`config.mk`:
```
export PLATFORM = sky130hd
export DESIGN_NAME = pwm_seq_ctrl_flat
export DESIGN_NICKNAME = d
export VERILOG_FILES = /design/src/rtl/counter_pwm_pkg.sv /design/src/rtl/pwm_seq_ctrl_if.sv /design/src/rtl/pwm_ramp_step.sv /design/src/rtl/pwm_seq_ctrl.sv /design/src/flat_wrapper.sv
export SDC_FILE = /design/constraint.sdc
export NUM_CORES = 1
export LEC_CHECK = 0
export BUFFER_PORTS_ARGS = -buffer_cell sky130_fd_sc_hd__buf_2
export CAP_MARGIN = 20
export CORE_ASPECT_RATIO = 0.8
export CORE_MARGIN = 2
export CORE_UTILIZATION = 30
export CTS_CLUSTER_SIZE = 24
export DETAILED_ROUTE_END_ITERATION = 6
export PLACE_DENSITY = 0.6
export SYNTH_ARGS = -nofsm -noshare
export SYNTH_HDL_FRONTEND = slang
export SYNTH_HIERARCHICAL = 1
export SYNTH_SLANG_ARGS = --single-unit
```
`constraint.sdc`:
```
create_clock -name clk -period 4.9 [get_ports clk]
set_clock_uncertainty 0.15 [all_clocks]
set_input_delay 0 -clock clk [delete_from_list [all_inputs] [get_ports clk]]
set_output_delay 0 -clock clk [all_outputs]
set_load 0.03 [all_outputs]
```
`src/rtl/counter_pwm_pkg.sv`:
```
// Shared types and constants for the up/down counter + PWM sequencer.
package counter_pwm_pkg;

  typedef enum logic [1:0] {
    IDLE,
    RUN,
    STOPPING
  } seq_state_t;

  localparam logic SEQ_DIR_UP = 1'b1;
  localparam logic SEQ_DIR_DN = 1'b0;

endpackage

```
`src/rtl/pwm_seq_ctrl_if.sv`:
```
// Sequencer bus: configuration/command inputs, counter feedback and counter/PWM drive outputs.
interface pwm_seq_ctrl_if #(
  parameter int unsigned W = 8
);

  logic         start;
  logic         stop;
  logic [W-1:0] per_cfg;
  logic [W-1:0] thr_cfg;
  logic [W-1:0] step;
  logic [W-1:0] cnt;
  logic         en;
  logic         updn;
  logic [W-1:0] per;
  logic [W-1:0] thr;
  logic         busy;
  logic         ramp_done;
  logic         period_tick;
  logic         cfg_err;

  modport master (
    output start, stop, per_cfg, thr_cfg, step, cnt,
    input  en, updn, per, thr, busy, ramp_done, period_tick, cfg_err
  );

  modport slave (
    input  start, stop, per_cfg, thr_cfg, step, cnt,
    output en, updn, per, thr, busy, ramp_done, period_tick, cfg_err
  );

endinterface

```
`src/rtl/pwm_ramp_step.sv`:
```
// Next threshold: min(thr + step, tgt), summed at W+1 bits so it cannot wrap.
module pwm_ramp_step #(
  parameter int unsigned W = 8
) (
  input  logic [W-1:0] thr_i,
  input  logic [W-1:0] step_i,
  input  logic [W-1:0] tgt_i,
  output logic [W-1:0] thr_o
);

  logic [W:0] sum;

  always_comb begin
    sum = {1'b0, thr_i} + {1'b0, step_i};
    // A target below the current threshold also lands here, snapping thr down at once.
    if (sum > {1'b0, tgt_i}) thr_o = tgt_i;
    else                     thr_o = sum[W-1:0];
  end

endmodule

```
`src/rtl/pwm_seq_ctrl.sv`:
```
// Center-aligned PWM sequencer: drives counter en/updn, shadows per/thr at period boundaries.
// Optional soft-start ramp enabled by defining PWM_SEQ_RAMP_EN.
module pwm_seq_ctrl
  import counter_pwm_pkg::*;
#(
  parameter int unsigned W = 8
) (
  input  logic          clk,
  input  logic          rst,
  pwm_seq_ctrl_if.slave bus
);

`ifdef PWM_SEQ_RAMP_EN
  localparam bit RAMP_EN = 1'b1;
`else
  localparam bit RAMP_EN = 1'b0;
`endif

  seq_state_t   state_q, state_d;
  logic         en_q, en_d;
  logic         updn_q, updn_d;
  logic         busy_q, busy_d;
  logic         rdone_q, rdone_d;
  logic         tick_q, tick_d;
  logic         cerr_q, cerr_d;
  logic         first_q, first_d;
  logic [W-1:0] per_q, per_d;
  logic [W-1:0] thr_q, thr_d;
  logic [W-1:0] tgt_q, tgt_d;
  logic [W-1:0] per_eff;
  logic [W-1:0] step_eff;
  logic [W-1:0] ramp_thr;
  logic         boundary;
  logic         turn_up;
  logic         start_ok;

  // An all-ones step saturates straight to the target, i.e. no ramp.
  assign step_eff = RAMP_EN ? bus.step : '1;

  pwm_ramp_step #(.W(W)) u_ramp (
    .thr_i  (thr_q),
    .step_i (step_eff),
    .tgt_i  (bus.thr_cfg),
    .thr_o  (ramp_thr)
  );

  always_comb begin
    start_ok = bus.start && (bus.per_cfg != '0);
    boundary = (state_q != IDLE) && en_q && (updn_q == SEQ_DIR_UP) &&
               (bus.cnt == '0) && !first_q;
    turn_up  = en_q && (updn_q == SEQ_DIR_DN) && (bus.cnt == W'(1));
    // The period loaded at a boundary must already govern that cycle's peak check (per==1).
    per_eff  = (boundary && (bus.per_cfg != '0)) ? bus.per_cfg : per_q;
  end

  always_ff @(posedge clk or posedge rst) begin
    if (rst) begin
      state_q <= IDLE;
      en_q    <= 1'b0;
      updn_q  <= SEQ_DIR_UP;
      busy_q  <= 1'b0;
      rdone_q <= 1'b0;
      tick_q  <= 1'b0;
      cerr_q  <= 1'b0;
      first_q <= 1'b0;
      per_q   <= '0;
      thr_q   <= '0;
      tgt_q   <= '0;
    end else begin
      state_q <= state_d;
      en_q    <= en_d;
      updn_q  <= updn_d;
      busy_q  <= busy_d;
      rdone_q <= rdone_d;
      tick_q  <= tick_d;
      cerr_q  <= cerr_d;
      first_q <= first_d;
      per_q   <= per_d;
      thr_q   <= thr_d;
      tgt_q   <= tgt_d;
    end
  end

  // Stopping commits on the last down-step (cnt==1) so the counter halts exactly at 0.
  always_comb begin
    state_d = state_q;
    case (state_q)
      IDLE:     if (start_ok) state_d = RUN;
      RUN:      if (bus.stop) state_d = turn_up ? IDLE : STOPPING;
      STOPPING: if (turn_up)  state_d = IDLE;
      default:  state_d = IDLE;
    endcase
  end

  always_comb begin
    en_d    = en_q;
    updn_d  = updn_q;
    per_d   = per_q;
    thr_d   = thr_q;
    tgt_d   = tgt_q;
    tick_d  = 1'b0;
    cerr_d  = 1'b0;
    first_d = 1'b0;

    if (state_q == IDLE) begin
      en_d   = 1'b0;
      updn_d = SEQ_DIR_UP;
      if (start_ok) begin
        per_d   = bus.per_cfg;
        tgt_d   = bus.thr_cfg;
        thr_d   = RAMP_EN ? '0 : bus.thr_cfg;
        en_d    = 1'b1;
        first_d = 1'b1;
      end else if (bus.start) begin
        cerr_d = 1'b1;
      end
    end else begin
      if (en_q && (updn_q == SEQ_DIR_UP) && (bus.cnt == per_eff - W'(1)))
        updn_d = SEQ_DIR_DN;
      else if (turn_up)
        updn_d = SEQ_DIR_UP;

      if (boundary) begin
        tick_d = 1'b1;
        per_d  = per_eff;
        tgt_d  = bus.thr_cfg;
        thr_d  = ramp_thr;
      end

      if (state_d == IDLE) begin
        en_d   = 1'b0;
        thr_d  = '0;
        updn_d = SEQ_DIR_UP;
      end
    end

    busy_d  = (state_d != IDLE);
    rdone_d = (RAMP_EN ? (state_d == RUN) : busy_d) && (thr_d == tgt_d);
  end

  assign bus.en          = en_q;
  assign bus.updn        = updn_q;
  assign bus.per         = per_q;
  assign bus.thr         = thr_q;
  assign bus.busy        = busy_q;
  assign bus.ramp_done   = rdone_q;
  assign bus.period_tick = tick_q;
  assign bus.cfg_err     = cerr_q;

endmodule

```
`src/flat_wrapper.sv`:
```
// flat-port wrapper written by rule: the top's interface ports become plain ports
module pwm_seq_ctrl_flat import counter_pwm_pkg::*;
#(
  parameter int unsigned W = 8
)
  (clk, rst, bus_start, bus_stop, bus_per_cfg, bus_thr_cfg, bus_step, bus_cnt, bus_en, bus_updn, bus_per, bus_thr, bus_busy, bus_ramp_done, bus_period_tick, bus_cfg_err);
  pwm_seq_ctrl_if #(.W(W)) bus_i ();
  input  logic clk;
  input  logic rst;
  input wire logic [$bits(bus_i.start)-1:0] bus_start;
  input wire logic [$bits(bus_i.stop)-1:0] bus_stop;
  input wire logic [$bits(bus_i.per_cfg)-1:0] bus_per_cfg;
  input wire logic [$bits(bus_i.thr_cfg)-1:0] bus_thr_cfg;
  input wire logic [$bits(bus_i.step)-1:0] bus_step;
  input wire logic [$bits(bus_i.cnt)-1:0] bus_cnt;
  output wire logic [$bits(bus_i.en)-1:0] bus_en;
  output wire logic [$bits(bus_i.updn)-1:0] bus_updn;
  output wire logic [$bits(bus_i.per)-1:0] bus_per;
  output wire logic [$bits(bus_i.thr)-1:0] bus_thr;
  output wire logic [$bits(bus_i.busy)-1:0] bus_busy;
  output wire logic [$bits(bus_i.ramp_done)-1:0] bus_ramp_done;
  output wire logic [$bits(bus_i.period_tick)-1:0] bus_period_tick;
  output wire logic [$bits(bus_i.cfg_err)-1:0] bus_cfg_err;
  assign bus_i.start = bus_start;
  assign bus_i.stop = bus_stop;
  assign bus_i.per_cfg = bus_per_cfg;
  assign bus_i.thr_cfg = bus_thr_cfg;
  assign bus_i.step = bus_step;
  assign bus_i.cnt = bus_cnt;
  assign bus_en = bus_i.en;
  assign bus_updn = bus_i.updn;
  assign bus_per = bus_i.per;
  assign bus_thr = bus_i.thr;
  assign bus_busy = bus_i.busy;
  assign bus_ramp_done = bus_i.ramp_done;
  assign bus_period_tick = bus_i.period_tick;
  assign bus_cfg_err = bus_i.cfg_err;
  pwm_seq_ctrl #(.W(W)) u_core (.clk(clk), .rst(rst), .bus(bus_i));
endmodule
```
Word-level counts from Yosys, hierarchy flattened
Cells that the tools add are included.
- reductions and logical operators: 22
- bitwise operators: 1
- magnitude comparators: 1
- add/subtract/negate cells: 2
- equality and inequality tests: 6
- mux-type cells: 30
- operators by type and width (kind ; count):
    8-bit two-way mux ; 12
    8-bit == test ; 2
    1-bit two-way mux ; 13
    1-bit logical AND ; 11
    8-bit by 8-bit adder with 9-bit output (second input constant) ; 1
    9-bit by 8-bit > comparator with 1-bit output ; 1
    8-bit by 1-bit == test with 1-bit output (second input constant) ; 1
    8-bit logical NOT ; 1
    2-bit two-way mux ; 4
    2-bit nonzero test ; 4
    8-bit nonzero test ; 1
    8-bit by 1-bit subtractor with 8-bit output (second input constant) ; 1
    2-bit one-hot mux with 3 select lines ; 1
    2-bit logical NOT ; 2
    4-bit nonzero test ; 1
    2-bit by 1-bit == test with 1-bit output (second input constant) ; 1
    2-bit == test (second input constant) ; 1
    2-bit by 1-bit != test with 1-bit output (second input constant) ; 1
    2-bit AND reduction ; 1
    1-bit logical NOT ; 1
    1-bit NOT ; 1
- register bits: 33
- output and inout bits: 22

Logic depth before layout (Yosys ltp)
- depth after elaboration: 13
- gate-level depth with buffers: 17
- depth with buffers taken out: 16

By module
The synthesis kept the hierarchy.
- by module, submodules not included (module ; area each (µm²) ; times used ; cells each ; sequential area each (µm²)):
    pwm_seq_ctrl ; 1964.4 ; 1 ; 182 ; 827.0
    pwm_ramp_step ; 625.6 ; 1 ; 70 ; 0.0

Least setup slack after synthesis
Ideal clock, no wire load.
- path type: register -> register
- from: reg u_core.thr_q[0] (netlist: u_core/bus.thr[0])
- to: reg u_core.rdone_q (netlist: u_core/bus.ramp_done)
- arrival time: 3.851 ns
- path slack: 0.813 ns
- stages on the path, launching flop included: 17
- required time: 4.664 ns
- period minus slack after synthesis: 4.087 ns
- cells stage by stage: dfrtp_1 -> ha_1 -> fa_1 -> a21o_1 -> a221o_1 -> xor2_1 -> ha_1 -> a211oi_1 -> o2111ai_1 -> a221o_1 -> buf_6 -> mux2_4 -> mux2i_1 -> o22ai_1 -> xnor2_1 -> nand2_1 -> nor3_1
- longest elaborated chain between the ends: 8
- elaborated cells on any way between the ends: 9
- ends and longest elaborated chain (item ; RTL line ; RTL):
    start: declaration ; pwm_seq_ctrl.sv:28 ; logic [W-1:0] thr_q, thr_d;
    start signal: assignment ; pwm_seq_ctrl.sv:79 ; thr_q <= thr_d;
    8-bit by 8-bit adder with 9-bit output * ; pwm_ramp_step.sv:14 ; sum = {1'b0, thr_i} + {1'b0, step_i};
    9-bit by 8-bit > comparator with 1-bit output ; pwm_ramp_step.sv:16 ; if (sum > {1'b0, tgt_i}) thr_o = tgt_i;
    8-bit two-way mux * ; pwm_ramp_step.sv:16 ;
    net u_core.ramp_thr[4] ; pwm_seq_ctrl.sv:32 ; logic [W-1:0] ramp_thr;
    8-bit two-way mux * ; pwm_seq_ctrl.sv:123 ; if (boundary) begin
    8-bit two-way mux * ; pwm_seq_ctrl.sv:130 ; if (state_d == IDLE) begin
    8-bit two-way mux * ; pwm_seq_ctrl.sv:105 ; if (state_q == IDLE) begin
    net u_core.thr_d[4] ; pwm_seq_ctrl.sv:28 ;
    8-bit == test * ; pwm_seq_ctrl.sv:138 ; rdone_d = (RAMP_EN ? (state_d == RUN) : busy_d) && (thr_d == tgt_d);
    1-bit logical AND * ; pwm_seq_ctrl.sv:138 ;
    net u_core.rdone_d ; pwm_seq_ctrl.sv:23 ; logic rdone_q, rdone_d;
    end signal: assignment ; pwm_seq_ctrl.sv:74 ; rdone_q <= rdone_d;
    end: declaration ; pwm_seq_ctrl.sv:23 ;
The timed path passes the listed nets; every way through them passes the cells marked *.
A chain may end at the register's enable or synchronous reset.

Final worst setup path
Ends and elaborated chain as after synthesis.

==> out/metrics.yaml <==
outcome:
  status: "complete, no violations"
sta:
  fin_crit_ns: 4.57
  slew_viol_final: 0
  worst_pin_slew_ns: 0.963
  setup_viol: 0
  hold_slack_ns: 0.0315
  fin_setup_tns_ns: 0
  fmax_ghz: 0.219
  hold_viol: 0
  min_period_over_period_pct: 93.2
  timing.slew.headroom_pct: 35.8
  rsz0062_at_grt: "no"
hold_path:
  worstHoldPathType: "input pin to flip-flop"
setup_path:
  crit_path_cell_trace: "ha_1 -> fa_1 -> a21o_1 -> a221o_1 -> xor2_1 -> ha_1 -> a211oi_1 -> o2111ai_1 -> a221o_1 -> mux2_4 -> mux2i_1 -> o22ai_1 -> xnor2_1 -> nand4_1 -> nor3_1"
  startpoint_type: "flip-flop"
  cp_slowest_cell: "a221o_1"
  cp.required_ns: 4.95
  critPathMaxFanout: 8
  cp-end-kind: "flip-flop"
  cp.arrival_ns: 4.61
  cpPeakStageDelay_ns: 0.52
  crit_type: "flip-flop to flip-flop"
route:
  viasPerCell: 4.93
  wl_per_cell_um: 14.6
  drc_errors: 0
  first_pass_iters: 5
  drt_iter0_drc: 157
  drt_wl_total_mm: 6.45
  ant_nets: 0
  vias: 2177
logic_synthesis:
  async_flop_share_pct: 100
  avgSynthCellArea_sq_um: 10.3
  syn_area_sq_um: 2590
  yosys.cell_types.count: 48
  synth_edf_count: 0
  yosys-top-cells-count: "dfrtp_1, mux2i_1, ha_1, mux2_2, xnor2_1"
  synth-seq-cells: 33
  synth_top_flop_cell: "dfrtp_1"
  synthCells: 252
  synth.most_common_cell: "dfrtp_1"
  ys_top_cells_by_area: "dfrtp_1, ha_1, mux2i_1, mux2_2, xnor2_1"
  ys_warn_count: 6
  yosysSeqAreaShare_pct: 31.9
  synth_top_area_share_pct: 30.9
  yosysTopAreaCell: "dfrtp_1"
global_route:
  grt.total_usage_pct: 14.7
  grt_pass1_wl_mm: 10.8
  grt_pass1_vias: 2191
  grt_max_degree: 34
  overflow: 0
  antenna_found_initial: 0
die:
  die_y_um: 87.1
  ios: 58
  die_w_um: 108
  initial_core_util_pct: 30.7
  core-area_sq_um: 8450
  die-area_sq_um: 9400
  row_count: 30
layout:
  final_util_pct: 38.4
  syn_to_final_growth_pct: 25.2
  final_cells: 442
  layout.nets: 383
  antenna_cells: 0
  drive_gt1_share_pct: 27.6
power:
  power_frac_comb_pct: 65.4
  powerDensity_nw_per_um2: 610
  p_seq_share_pct: 24.6
  sw_frac_of_total_pct: 45.2
  max-vdd-ir-drop_v: 0.000169
  power.internal_uw: 1080
  p_leak_uw: 0.00153
  p_total_uw: 1980
  p_clk_share_pct: 10.0
  p_sw_uw: 893
flow_run:
  drv_cap: 0
clocking:
  cts_root_buf: "clkbuf_8"
  cts_setup_buffers: 0
  cts_tree: "built"
  clk_latency_ns: 0.28
  cts.sinks: 33
  cts_htree_levels: 2
  cts_buffer_depth: 2
  path_clk_slew_ns: 0.07
  cts_made_buffers: 5
place:
  dp_hpwl_mm: 4.91
  place_congestion: 0.875
  dp_cells: 415
  io_buffers: 49
[state kept, by name, indices dropped and copies added (netlist names)]
signal and cells:
u_core/tgt_q 8, u_core/bus.ramp_done 1, u_core/bus.busy 1, u_core/bus.updn 1, u_core/bus.period_tick 1, u_core/bus.per 8, u_core/first_q 1, u_core/bus.thr 8
u_core/bus.en 1, u_core/bus.cfg_err 1, u_core/state_q 2
[critical path: cells and delay by family (launching register included)]
family	cells	cell delay [ns]
xor+xnor	2	0.45
mux	2	0.50
fa+ha+maj	3	0.92
compound gates	6	1.73
flops	1	0.41
simple gates	2	0.31
[area by class of cell]
| cell class | instances | area (sq um) |
|---|---|---|
| Fill cell | 851 | 5200 |
| Multi-Input combinational cell | 205 | 1680 |
| Sequential cell | 33 | 827 |
| Timing Repair Buffer | 69 | 443 |
| Tap cell | 112 | 140 |
| Clock buffer | 6 | 72.6 |
| Inverter | 15 | 68.8 |
| Clock inverter | 2 | 10.0 |
[stage by stage]
stage / cell area, sq um / worst slack (ns)
floorplan: 2620 / 0.813
global placement: 2970 / 0.439
detailed placement: 2970 / 0.389
CTS: 3240 / 0.346
global route: 3240 / 0.0302
finish: 3240 / 0.334
[power groups by stage]
stage                     sequential (uW)  combinational (uW)  clock [uW]
after detailed placement              490                1280           0
after global placement                488                1250           0
after floorplan                       603                 916           0
after global routing                  505                1420         222
final                                 486                1290         197
after CTS                             487                1300         206
[final timing paths]
check	startpoint	end	slack (ns)	depth (start not counted)
setup / recovery	u_core/bus.thr[0]	u_core/bus.ramp_done	0.33	15
hold reg to reg	u_core/tgt_q[0]	u_core/tgt_q[0]	0.36	1
setup reg to reg	u_core/bus.thr[0]	u_core/bus.ramp_done	0.33	15
hold / removal	bus_cnt[6]	u_core/state_q[1]	0.03	4
max in group asynchronous	rst	u_core/bus.updn	4.04	4
min in group asynchronous	rst	u_core/tgt_q[4]	0.21	4
[cells in the final DEF, fill, tap and decap left out, types with 9 or more instances in the layout]
cell           count
mux2i_1           21
nor2_1            13
ha_1              17
buf_2             49
mux2_2            17
a21oi_1           13
conb_1             9
xnor2_1           16
dlygate4sd3_1     19
xor2_1             9
inv_1             14
dfrtp_1           32
[layer usage]
| metal | share of wire, % | track usage, % | up-vias |
|---|---|---|---|
| met5 | 0 | 0 | - |
| met4 | 1.1 | 4.43 | 0 |
| met3 | 4.4 | 3.37 | 6 |
| met2 | 45 | 22.0 | 45 |
| met1 | 50 | 21.1 | 1049 |
| li1 | - | - | 1077 |
[what timing repair did]
item | 4_1_cts | 5_1_grt
hold buffers | 19 | 0
resized for setup | 0 | 0
endpoints found under the hold margin | 59 | 0
[cells by family (layout without fill, tap and decap cells)]
group / Yosys count / after routing / synth area share, %
AOI/OAI and AO/OA: 53 / 53 / 14.3
xor gates and xnor gates: 25 / 25 / 8.45
adders and majority gates: 18 / 18 / 8.99
buffers and inverters: 22 / 92 / 4.30
DFF: 33 / 33 / 31.9
muxes: 46 / 46 / 20.1
other: 1 / 9 / 0.145
and+or+nand+nor: 54 / 54 / 11.7
No activity file was read; power rests on OpenSTA's default activity.
